`config.mk`:
```
export PLATFORM = sky130hd
export DESIGN_NAME = noc_credit_flit_tx
export DESIGN_NICKNAME = d
export VERILOG_FILES = /design/src/rtl/noc_credit_flit_tx.sv
export SDC_FILE = /design/constraint.sdc
export NUM_CORES = 1
export LEC_CHECK = 0
export ABC_AREA = 1
export CAP_MARGIN = 5
export CORE_AREA = 4 4 189 172
export DETAILED_ROUTE_END_ITERATION = 6
export DIE_AREA = 0 0 193 176
export GPL_ROUTABILITY_DRIVEN = 0
export GPL_TIMING_DRIVEN = 0
export PLACE_DENSITY_LB_ADDON = 0.08
export SETUP_SLACK_MARGIN = 0.2
export SYNTH_ARGS = -nofsm -noshare
export SYNTH_HDL_FRONTEND = slang
export SYNTH_SLANG_ARGS = --single-unit
```
`constraint.sdc`:
```
create_clock -name clk_noc -period 8 [get_ports clk_noc]
set_clock_uncertainty 0.15 [all_clocks]
set_input_delay 2.4 -clock clk_noc [delete_from_list [all_inputs] [get_ports clk_noc]]
set_output_delay 2.4 -clock clk_noc [all_outputs]
set_load 0.02 [all_outputs]
```
`src/rtl/noc_credit_flit_tx.sv`:
```
`default_nettype none
// +--------------------------------------------------------------------------+
// | noc_credit_flit_tx: credit-flow-controlled flit transmitter with staging |
// | FIFO and wormhole dest hold.                         Revision: 1.0       |
// +--------------------------------------------------------------------------+
module noc_credit_flit_tx #(
  parameter int FLIT_WIDTH        = 64,
  parameter int DEST_WIDTH        = 4,
  parameter int FLIT_BUFFER_DEPTH = 1,
  parameter int TX_FIFO_DEPTH     = 4
) (
  input  logic                                   clk_noc,
  input  logic                                   rst_n,
  input  logic                                   in_valid,
  output logic                                   in_ready,
  input  logic [FLIT_WIDTH-1:0]                  in_data,
  input  logic [DEST_WIDTH-1:0]                  in_dest,
  input  logic                                   in_is_tail,
  output logic [FLIT_WIDTH-1:0]                  data_out,
  output logic [DEST_WIDTH-1:0]                  dest_out,
  output logic                                   is_tail_out,
  output logic                                   send_out,
  input  logic                                   credit_in,
  output logic [$clog2(FLIT_BUFFER_DEPTH+1)-1:0] credit_count,
  output logic                                   pkt_active,
  output logic                                   credit_err
);

  localparam int CW = $clog2(FLIT_BUFFER_DEPTH + 1);
  localparam int AW = $clog2(TX_FIFO_DEPTH);
  localparam int EW = FLIT_WIDTH + DEST_WIDTH + 1;
  localparam logic [CW-1:0] MAX_CREDIT = CW'(FLIT_BUFFER_DEPTH);

  localparam logic [0:0] ST_IDLE   = 1'b0;
  localparam logic [0:0] ST_IN_PKT = 1'b1;

  logic [EW-1:0]         r_mem [TX_FIFO_DEPTH];
  logic [AW:0]           r_wptr;
  logic [AW:0]           r_rptr;
  logic [0:0]            r_state;
  logic [DEST_WIDTH-1:0] r_head_dest;

  logic                  w_empty;
  logic                  w_full;
  logic                  w_push;
  logic                  w_issue;
  logic [EW-1:0]         w_head;
  logic [FLIT_WIDTH-1:0] w_head_data;
  logic [DEST_WIDTH-1:0] w_head_dest;
  logic                  w_head_tail;

  assign w_empty  = (r_wptr == r_rptr);
  assign w_full   = (r_wptr[AW] != r_rptr[AW]) && (r_wptr[AW-1:0] == r_rptr[AW-1:0]);
  assign in_ready = !w_full;
  assign w_push   = in_valid && in_ready;

  // An empty FIFO forwards the incoming flit straight to the link register,
  // giving one-cycle latency; the entry is still written and popped in step.
  assign w_head      = w_empty ? {in_is_tail, in_dest, in_data} : r_mem[r_rptr[AW-1:0]];
  assign w_head_data = w_head[FLIT_WIDTH-1:0];
  assign w_head_dest = w_head[FLIT_WIDTH +: DEST_WIDTH];
  assign w_head_tail = w_head[EW-1];
  assign w_issue     = (!w_empty || w_push) && (credit_count != '0);

  assign pkt_active = (r_state == ST_IN_PKT);

  always_ff @(posedge clk_noc) begin
    if (w_push) begin
      r_mem[r_wptr[AW-1:0]] <= {in_is_tail, in_dest, in_data};
    end
  end

  always_ff @(posedge clk_noc or negedge rst_n) begin
    if (!rst_n) begin
      r_wptr <= '0;
      r_rptr <= '0;
    end else begin
      if (w_push) begin
        r_wptr <= r_wptr + (AW+1)'(1);
      end
      if (w_issue) begin
        r_rptr <= r_rptr + (AW+1)'(1);
      end
    end
  end

  always_ff @(posedge clk_noc or negedge rst_n) begin
    if (!rst_n) begin
      data_out    <= '0;
      dest_out    <= '0;
      is_tail_out <= 1'b0;
      send_out    <= 1'b0;
    end else begin
      send_out <= w_issue;
      if (w_issue) begin
        data_out    <= w_head_data;
        is_tail_out <= w_head_tail;
        dest_out    <= (r_state == ST_IN_PKT) ? r_head_dest : w_head_dest;
      end
    end
  end

  always_ff @(posedge clk_noc or negedge rst_n) begin
    if (!rst_n) begin
      r_state     <= ST_IDLE;
      r_head_dest <= '0;
    end else if (w_issue) begin
      case (r_state)
        ST_IDLE: begin
          if (!w_head_tail) begin
            r_state     <= ST_IN_PKT;
            r_head_dest <= w_head_dest;
          end
        end
        ST_IN_PKT: begin
          if (w_head_tail) begin
            r_state <= ST_IDLE;
          end
        end
        default: r_state <= ST_IDLE;
      endcase
    end
  end

  // Returning a credit to a full counter means the far end over-returned;
  // the counter saturates and the error latches until reset.
  always_ff @(posedge clk_noc or negedge rst_n) begin
    if (!rst_n) begin
      credit_count <= MAX_CREDIT;
      credit_err   <= 1'b0;
    end else begin
      if (w_issue && !credit_in) begin
        credit_count <= credit_count - CW'(1);
      end else if (!w_issue && credit_in) begin
        if (credit_count == MAX_CREDIT) begin
          credit_err <= 1'b1;
        end else begin
          credit_count <= credit_count + CW'(1);
        end
      end
    end
  end

endmodule
`default_nettype wire

```
==> results.json, run 1 <==
{
  "place_ws_ns": 2.83,
  "area_growth_pct": 23.9,
  "rsz0062_at_grt": "false",
  "vias": 10100,
  "postSynthAreaPerCell_sq_um": 11.5,
  "path_clk_slew_ns": 0.06,
  "crit_type": "reg2out",
  "p_leak_uw": 0.00775,
  "hold_path.class": "reg2reg",
  "setup_violations": 0,
  "pin_count": 147,
  "hold_viol": 0,
  "grt_usage": 0.219,
  "fin_area_sq_mm": 0.0187,
  "status": "completed",
  "synth_async_sr_flop_share": 0.231,
  "fmax_mhz": 214,
  "min_from": "data_out[34]",
  "critPathLaunch": "r_rptr[0]",
  "antenna_left": 0,
  "grt_use_met1": 0.321,
  "die_w_um": 193,
  "cp_max_fo": 8,
  "firstDrtPassIters": 5,
  "route.detailed.drc": 0,
  "busiest_layer": "met2",
  "met3_usage": 0.0348,
  "period_needed_ns": 4.67,
  "worst_pin_slew_ns": 0.929,
  "critPathLaunchType": "flip-flop",
  "ys_warn_count": 0,
  "die-area_sq_mm": 0.0340,
  "cts_tree": "done",
  "clock_sinks": 359,
  "cts_setup_buffers": 0,
  "power-per-cell-area_mw_per_mm2": 431,
  "end_kind": "primary output",
  "slew_viol_final": 0,
  "worstPathCellList": "inv_2 -> nand2_1 -> nand2_4 -> nand4_1 -> clkdlybuf4s50_1",
  "synth_common_cells": "nand2_1, edfxtp_1, inv_1",
  "ir_drop_v": 0.000231,
  "synth_ff_type": "edfxtp_1",
  "num_rows": 61,
  "dpl.hpwl_um": 23500,
  "critPathSlowestCell": "clkdlybuf4s50_1",
  "core_area_sq_mm": 0.0306,
  "drt_iter0_markers": 830,
  "antenna_found_initial": 1,
  "grt_pass1_wl_um": 57800,
  "yosysMostFrequentCell": "nand2_1",
  "wl_per_cell_um": 18.8,
  "holdBufCountCts": 0,
  "yosysTopAreaCell": "edfxtp_1",
  "fin_crit_sh": 0.584,
  "clock_path_buffers": 3,
  "synth_edf_count": 276,
  "final_net_count": 1584,
  "io_buffers": 146,
  "final_layout_size_suffix_gt1_frac": 0.128,
  "synth.net_count": 1387,
  "p_total_uw": 8050,
  "yosys_register_bits": 359,
  "vias_per_cell": 5.18,
  "grt_pass1_vias": 10100,
  "worst_slack_ns": 3.33,
  "met2_usage": 0.348,
  "synth_top_area_share": 0.550,
  "post_dp_cell_area_sq_mm": 0.0173,
  "hold_ws_ns": 0.325,
  "cts_buffers": 38,
  "post_synth_num_cell_types": 27,
  "worstReg2RegStart": "r_rptr[1]",
  "htreeDepth": 2,
  "critical_path_arrival_ns": 2.12,
  "fin_util": 0.610,
  "cap_violations": 0,
  "overflow": 0,
  "syn_inst": 1307,
  "critPathRequiredTime_ns": 5.45,
  "clockRootBuffer": "clkbuf_16",
  "yosys-top-cells-area": "edfxtp_1, dfrtp_1, nand2_1",
  "relSlewSlack": 0.379,
  "grt_start_max_net_pins": 52,
  "routed_wirelength_um": 36500,
  "cpPeakStageDelay_ns": 0.59,
  "yosysSeqAreaShare": 0.688,
  "die_h_um": 176,
  "cts_resized": 0,
  "fillCellCount": 2517,
  "clock_latency_ns": 0.52,
  "start_util": 0.493,
  "netlist_area_sq_mm": 0.0151
}
[layer usage]
| metal | part of all wire | vias to the layer above |
|---|---|---|
| met5 | 0 | - |
| met4 | 0.020 | 0 |
| met3 | 0.052 | 51 |
| met2 | 0.46 | 246 |
| met1 | 0.46 | 4907 |
| li1 | - | 4867 |
[area by class of cell]
class                      instances  area, sq um  area share
antenna                            2         5.00    0.000268
buffer                            75          412      0.0220
clock buffer                      52         1120      0.0598
clock inverter                    18          223      0.0119
inverter                         150          563      0.0301
multi-input combinational        723         3770       0.202
sequential                       359        10400       0.555
tap                              409          512      0.0274
timing repair buffer             157         1720      0.0919
[state kept, by name, indices dropped and copies added (netlist names)]
| register | flops |
|---|---|
| credit_count | 1 |
| is_tail_out | 1 |
| r_mem | 276 |
| r_wptr | 3 |
| credit_err | 1 |
| r_head_dest | 4 |
| data_out | 64 |
| send_out | 1 |
| r_rptr | 3 |
| pkt_active | 1 |
| dest_out | 4 |
[power by group]
group          internal [uW]  switching (uW)  total, uW
Sequential              2580             186       2770
Combinational           1250            2160       3420
Clock                   1140             720       1860
[path summary, 6_finish.rpt]
check                                     to  slack, ns  depth (start not counted)
worst max-delay path                in_ready       3.33                          5
worst min-delay path            data_out[34]       0.32                          2
worst min register to register  data_out[34]       0.32                          2
worst max register to register   r_mem[0][9]       4.96                          8
max in group asynchronous       credit_count       5.33                          2
min in group asynchronous       data_out[55]       1.67                          1
[metrics by stage]
step,setup TNS (ns),instances
2_1_floorplan,0,1307
3_3_place_gp,-357.14,1862
3_5_place_dp,0,1873
4_1_cts,0,1943
5_1_grt,0,1944
6_report,0,1945
[critical path, delay by kind of cell (launching register included)]
family	cells	cell delay [ns]
flops	1	0.43
simple gates	3	0.41
buf+inv	2	0.76
[cells in the final DEF (no fill, tap or decap), types with 2 or more instances in the layout]
cell type / count
clkbuf_1: 31
clkdlybuf4s50_1: 145
o21ai_0: 88
a21oi_1: 130
clkbuf_8: 5
buf_16: 5
o211ai_1: 4
nand2_1: 350
buf_12: 6
nor2_4: 6
nor2_1: 10
clkbuf_16: 41
dfrtp_1: 82
bufinv_16: 5
o211ai_2: 60
clkinvlp_4: 3
buf_6: 10
ha_1: 7
nand3_1: 9
inv_1: 147
xor2_1: 3
nand4_1: 7
diode_2: 2
o21ai_1: 42
clkinv_1: 5
buf_2: 38
inv_2: 3
nand2_2: 2
buf_4: 3
clkinv_2: 4
edfxtp_1: 276
[logic make-up (layout without fill, tap and decap cells)]
group                    after synthesis  count (layout)  synth area share
flip-flops                           359             359             0.688
AND/OR/NAND/NOR                      387             387             0.101
buffers and inverters                225             452            0.0646
adder cells (fa/ha/maj)                7               7           0.00581
XOR/XNOR                               3               3           0.00174
other                                  0               2                 0
AO/OA/AOI/OAI                        326             326             0.139
Note: power is estimated with default switching activity, not from simulation.
==> run 2: changes to the inputs <==
==> constraint.sdc (replaced) <==
create_clock -name clk_noc -period 4.08 [get_ports clk_noc]
set_clock_uncertainty 0.15 [all_clocks]
set_input_delay 1.224 -clock clk_noc [delete_from_list [all_inputs] [get_ports clk_noc]]
set_output_delay 1.224 -clock clk_noc [all_outputs]
set_load 0.02 [all_outputs]
==> results.json, run 2 (synthesis results as in run 1) <==
{
  "p_leak_uw": 0.00767,
  "clock_path_buffers": 3,
  "worst_pin_slew_ns": 0.886,
  "hold_viol": 0,
  "fin_crit_sh": 0.862,
  "setup_violations": 0,
  "critPathSlowestCell": "clkdlybuf4s50_1",
  "antenna_left": 0,
  "clock_sinks": 359,
  "num_rows": 61,
  "core_area_sq_mm": 0.0306,
  "vias_per_cell": 5.18,
  "wl_per_cell_um": 18.6,
  "htreeDepth": 2,
  "cpPeakStageDelay_ns": 0.60,
  "worstReg2RegStart": "r_rptr[1]",
  "crit_type": "reg2out",
  "hold_path.class": "reg2reg",
  "firstDrtPassIters": 5,
  "critPathRequiredTime_ns": 2.71,
  "cts_tree": "done",
  "p_total_uw": 15400,
  "period_needed_ns": 3.52,
  "start_util": 0.493,
  "pin_count": 147,
  "reg2reg_setup_slack_ns": 1.01,
  "min_from": "data_out[32]",
  "critPathLaunch": "r_rptr[0]",
  "vias": 10000,
  "cp_max_fo": 8,
  "largest_register_ff_count": 276,
  "antenna_found_initial": 1,
  "slew_viol_final": 0,
  "routed_wirelength_um": 36000,
  "holdBufCountCts": 0,
  "die-area_sq_mm": 0.0340,
  "overflow": 0,
  "rsz0062_at_grt": "false",
  "area_growth_pct": 22.6,
  "fillCellCount": 2522,
  "drt_iter0_markers": 837,
  "clockRootBuffer": "clkbuf_16",
  "layout_commonest_cell": "nand2_1",
  "dpl.hpwl_um": 23200,
  "path_clk_slew_ns": 0.06,
  "grt_start_max_net_pins": 48,
  "grt_usage": 0.214,
  "final_layout_size_suffix_gt1_frac": 0.125,
  "cts_buffers": 38,
  "grt_pass1_wl_um": 57000,
  "die_h_um": 176,
  "route.detailed.drc": 0,
  "critPathLaunchType": "flip-flop",
  "worstPathCellList": "inv_2 -> nand2_1 -> nand2_4 -> nand4_1 -> clkdlybuf4s50_1",
  "cap_violations": 0,
  "ff_latch_area_sq_mm": 0.0104,
  "clock_latency_ns": 0.51,
  "relSlewSlack": 0.408,
  "die_w_um": 193,
  "critical_path_arrival_ns": 2.14,
  "cts_resized": 0,
  "fmax_mhz": 284,
  "post_dp_cell_area_sq_mm": 0.0173,
  "power-per-cell-area_mw_per_mm2": 834,
  "final_net_count": 1583,
  "layout_common_cells": "nand2_1, edfxtp_1, inv_1",
  "fin_util": 0.604,
  "ir_drop_v": 0.000427,
  "status": "completed",
  "multiInputGateArea_sq_mm": 0.00377,
  "fin_area_sq_mm": 0.0185,
  "end_kind": "primary output",
  "grt_pass1_vias": 10200,
  "crit_buf_inv": 2,
  "io_buffers": 146,
  "path_delay_family": "buffers and inverters",
  "cts_setup_buffers": 0
}
==> run 2: changes by cell type in the layout (fill, tap and decap cells not counted) <==
cell	previous run	this run
clkinvlp_4	3	1
clkbuf_16	41	39
diode_2	2	1
clkbuf_8	5	1
buf_16	5	1
clkbuf_1	31	35
inv_8	1	0
clkinv_2	4	11
clkinv_1	5	2
bufinv_16	5	3
buf_12	6	9
inv_6	0	1
==> run 2: final timing paths <==
kind                            cells after the start           end
worst max-delay path                                5      in_ready
worst max register to register                      8   r_mem[2][8]
worst min register to register                      2  data_out[32]
min in group asynchronous                           1  data_out[56]
max in group asynchronous                           2  credit_count
worst min-delay path                                2  data_out[32]
==> run 2: area by class of cell <==
| class | instances | share of cell area |
|---|---|---|
| inverter | 150 | 0.0305 |
| buffer | 75 | 0.0223 |
| multi-input combinational | 723 | 0.204 |
| sequential | 359 | 0.561 |
| clock inverter | 18 | 0.00914 |
| tap | 409 | 0.0277 |
| antenna | 1 | 0.000135 |
| timing repair buffer | 156 | 0.0902 |
| clock buffer | 50 | 0.0556 |
==> run 2: tightest hold or removal path, cell delays in order (launching register included) <==
cell and delay, ns:
dfrtp_1 0.34, nand2_1 0.05, nand2_1 0.05
==> run 2: power by group <==
group	internal [uW]	switching (uW)	leakage (uW)
Sequential	5060	365	0.00351
Combinational	2430	4240	0.00357
Clock	1970	1360	0.000593
Total	9460	5960	0.00767
==> run 2: per-layer routing <==
layer,track usage,part of all wire
met3,0.0310,0.057
met4,0.0552,0.019
met1,0.317,0.46
met5,0,0
met2,0.338,0.47
==> run 2: stage by stage <==
step	std cells	setup WS (ns)	setup TNS (ns)	hold slack (ns)
6_report	1941	0.564	0	0.324
5_1_grt	1941	0.460	0	0.348
4_1_cts	1940	0.539	0	0.330
3_5_place_dp	1872	0.0359	0	0.315
3_3_place_gp	1862	-4.14	-1114.34	0.308
2_1_floorplan	1307	-0.857	-177.44	0.292
==> variant 1, RTL diff (settings of run 2) <==
Change the parameter `DEST_WIDTH` from 4 to 5.
--- a/src/rtl/noc_credit_flit_tx.sv
+++ b/src/rtl/noc_credit_flit_tx.sv
@@ -5,7 +5,7 @@
 // +--------------------------------------------------------------------------+
 module noc_credit_flit_tx #(
   parameter int FLIT_WIDTH        = 64,
-  parameter int DEST_WIDTH        = 4,
+  parameter int DEST_WIDTH        = 5,
   parameter int FLIT_BUFFER_DEPTH = 1,
   parameter int TX_FIFO_DEPTH     = 4
 ) (
Interface: changed (resized dest_out and in_dest); port bits go from 147 to 149. The function was not compared with the original's and may differ.
==> variant 1 against run 2 <==
- register-to-register slack improved by 0.32 ns
- area after synthesis is 1.6% higher
- final area up 1.5%
- wire length grew 2.7%
- total power rose by 0.73%
- sequential cell count rose by 6
- combinational power grew 2%
- count of clock-buffer cells in the layout is 8 higher
- non-clock buffer count grew 5
- clock power decreased by 3%
- worst setup slack improved by 0.036 ns
- largest cell class unchanged
==> variant 1: results (changes against run 2) <==
status=finished clean; crit share post-route=85.3% (-0.89 points); worst-path fanout max=9 (+1); TritonCTS buffer count=37 (-2.6%); clock-net power=3.23 mW (-3%); First-pass DRT Iterations=7 (+2); Post-DP HPWL=23,800 um (+2.7%); Post-Syn Instances=1,337 (+2.3%); placed inst area=17,600 um2 (+1.8%); Leakage=7.79 nW (+1.5%); Critical Path AT=2.11 ns (-0.03 ns); Vias/cell=5.20 (+0.50%); DR iter-0 viols=755 (-9.8%); first-pass GRT wire length=58,100 um (+1.9%); Slew headroom=44.1% (+3.3 points); maximum vdd drop=0.000429 V (+0.61%); ranking of synthesized cells by area=edfxtp_1 (55%), dfrtp_1 (14%), nand2_1 (8.9%); layout cell share with drive strength beyond 1=11.8% (-0.77 points); hold_ws=0.323 ns (-0.000849 ns); WHS Endpoint=data_out[29]$_DFFE_PN0P_; Yosys cell types=30 (+11%); ANT cells=0 (-1); max FFs per register=280 (+1.4%); Mapped Nets=1,418 (+2.2%); HP Start=data_out[29]$_DFFE_PN0P_; pin count of the biggest net entering global routing=56 (+17%); dpl ws=0.330 ns (+0.294 ns); FF-to-FF End=r_mem[1][10]$_DFFE_PP_
[variant 1: area by class of cell]
class                   instances  share of cell area, %
flip-flops and latches        365                   56.2
plain buffers                  77                   2.23
multi-input cells             744                   20.4
clock buffers                  58                   5.96
inverters                     151                   3.04
well taps                     409                   2.73
repair buffers                159                   9.22
clock inverters                 9                  0.240
[variant 1: cells by family after synthesis]
group | count (synthesis) | share of synthesized area, %
AOI/OAI and AO/OA | 326 | 13.5
buffers and inverters | 228 | 6.45
adders and majority gates | 7 | 0.572
and+or+nand+nor | 408 | 10.5
xor gates and xnor gates | 3 | 0.172
DFF | 365 | 68.8
[variant 1: metal layers]
layer,track usage (%),vias to the layer above,part of all wire [%]
li1,-,4944,-
met1,32.5,5006,47
met2,34.9,259,47
met3,3.04,48,4.7
met4,4.78,0,1.7
met5,0,-,0
==> variant 2, RTL diff (config.mk and constraints of run 2) <==
Made on the original files. Register the output `credit_err` once more, with the module's reset; this adds one clock of latency there. The other outputs are not delayed to match.
--- a/src/rtl/noc_credit_flit_tx.sv
+++ b/src/rtl/noc_credit_flit_tx.sv
@@ -33,6 +33,8 @@
 
   localparam logic [0:0] ST_IDLE   = 1'b0;
   localparam logic [0:0] ST_IN_PKT = 1'b1;
+
+  logic credit_err_s0;
 
   logic [EW-1:0]         r_mem [TX_FIFO_DEPTH];
   logic [AW:0]           r_wptr;
@@ -127,13 +129,13 @@
   always_ff @(posedge clk_noc or negedge rst_n) begin
     if (!rst_n) begin
       credit_count <= MAX_CREDIT;
-      credit_err   <= 1'b0;
+      credit_err_s0 <= 1'b0;
     end else begin
       if (w_issue && !credit_in) begin
         credit_count <= credit_count - CW'(1);
       end else if (!w_issue && credit_in) begin
         if (credit_count == MAX_CREDIT) begin
-          credit_err <= 1'b1;
+          credit_err_s0 <= 1'b1;
         end else begin
           credit_count <= credit_count + CW'(1);
         end
@@ -141,6 +143,14 @@
     end
   end
 
+  always_ff @(posedge clk_noc or negedge rst_n) begin
+    if (!rst_n) begin
+      credit_err <= '0;
+    end else begin
+      credit_err <= credit_err_s0;
+    end
+  end
+
 endmodule
 `default_nettype wire
 
Function: changed (Yosys sat finds a counterexample within 4 cycles, from zero or initial values and one cycle with rst_n low).
==> variant 2 against run 2 <==
- cell count grew 0.26%
- critical endpoint unchanged
- non-clock buffer count rose by 1
- area after synthesis decreased by 2.0%
- highest routed layer is now met5
- wire length rose by 0.90%
- largest cell class unchanged
- worst setup slack gained 0.038 ns
- sequential cell count up 1
- register-to-register slack improved by 0.07 ns
- utilization is 0.63 points lower
- total power decreased by 1.1%
- final area down 1.0%
- largest power group unchanged
- combinational power fell by 5.4%
- first-iteration DRC count fell by 22%
==> variant 2: results (changes against run 2) <==
worst-path fanout max=8 (unchanged); Synth Area in Adders=0.593% (+0.012 points); Compound-Gate Fraction of Synth Area=12.2% (-1.7 points); Post-Syn Instances=1,308 (+0.077%); Yosys cell types=28 (+3.7%); DR iter-0 viols=653 (-22%); Post-Route WL=36,300 um (+0.90%); TritonCTS buffer count=40 (+5.3%); ANT cells=0 (-1); pin count of the biggest net entering global routing=50 (+4.2%); status=finished clean; max FFs per register=276 (unchanged); Clock Path Buffers=3 (unchanged); Largest delay share family, worst path=buffers and inverters; internal reg-to-reg setup slack=1.08 ns (+0.07 ns); Post-DP HPWL=23,300 um (+0.68%); reg2reg path depth=8 (unchanged); combinational group power=6.31 mW (-5.4%); CP Launch Point=r_rptr[1]$_DFFE_PN0P_; vias in the first global route=10,100 (-1.0%); placed inst area=17,000 um2 (-1.5%); HP Start=credit_err_s0$_DFFE_PN0P_; ranking of synthesized cells by area=edfxtp_1 (56%), dfrtp_1 (14%), nand2_1 (8.9%); worst slew pin tran=0.864 ns (-0.0217 ns); Root Buffer=clkbuf_16; Vias/cell=5.17 (about the same); Leakage=7.50 nW (-2.2%); initial antenna violation count=1 (unchanged); dpl cells=1,874 (+0.11%); maximum vdd drop=0.000428 V (+0.24%); Critical Path AT=2.10 ns (-0.04 ns); layout cell share with drive strength beyond 1=8.33% (-4.2 points); clock-net power=3.50 mW (+5%); Yosys warnings=0 (unchanged); Total Routing Usage GR=21.4% (about the same); FF-to-FF End=r_mem[0][62]$_DFFE_PP_; first-pass GRT wire length=56,900 um (-0.21%); crit path to=in_ready; clock slew at reported path FFs=0.06 ns (about the same); Sw Share=38.0% (-0.63 points); Synth top cells by count=nand2_1 (349), edfxtp_1 (276), inv_1 (147), a21oi_1 (130), o21ai_0 (89); First-pass DRT Iterations=5 (unchanged); Async S/R FF share, synth=23.3% (+0.21 points); fin nets=1,587 (+0.25%); Seq/Total Area, Yosys=70.4% (+1.6 points); Synth Area in XOR/XNOR=0.178% (+0.0036 points); WL/cell=18.7 um (+0.64%); post-CTS sizing=0 (unchanged); Mapped Nets=1,388 (+0.072%); Post-synth EDFFs=276 (unchanged)
==> variant 2: cell count changes after synthesis, sizes merged <==
cell / run 2 / this run
clkbuf: 25 / 27
dfrtp: 82 / 83
buf: 50 / 48
==> variant 2: cell families after synthesis <==
group / after synthesis
xor gates and xnor gates: 3
AOI/OAI and AO/OA: 326
and+or+nand+nor: 387
adders and majority gates: 7
buffers and inverters: 225
DFF: 360
==> variant 2: worst min path at each step <==
| stage | slack (ns) | to | depth (start not counted) |
|---|---|---|---|
| after floorplan | 0.20 | credit_err$_DFF_PN0_ | 0 |
| after global placement | 0.21 | credit_err$_DFF_PN0_ | 0 |
| after detailed placement | 0.23 | credit_err$_DFF_PN0_ | 0 |
| final | 0.23 | credit_err$_DFF_PN0_ | 0 |
| after CTS | 0.23 | credit_err$_DFF_PN0_ | 0 |
| after global routing | 0.24 | credit_err$_DFF_PN0_ | 0 |
==> variant 2: layout make-up <==
cell class / count / area [um2]
inverter: 150 / 563
timing repair buffer: 157 / 1710
clock buffer: 54 / 1080
tap: 409 / 512
multi-input combinational: 723 / 3460
sequential: 360 / 10400
buffer: 75 / 382
fill: 2509 / 12300
clock inverter: 18 / 188
==> variant 2: per-layer routing <==
layer | routed length (um) | GRT usage [%] | vias to the layer above
li1 | - | - | 4866
met1 | 16900 | 31.3 | 4855
met2 | 16600 | 33.7 | 278
met3 | 2060 | 3.64 | 61
met4 | 808 | 5.96 | 2
met5 | 7 | 0 | -
==> variant 2: per-stage QoR <==
step	worst slack, ns	total power, mW
finish	0.602	15.3
global route	0.480	16.3
CTS	0.540	15.4
detailed placement	0.161	11.9
global placement	-4.08	11.7
floorplan	-0.857	9.35
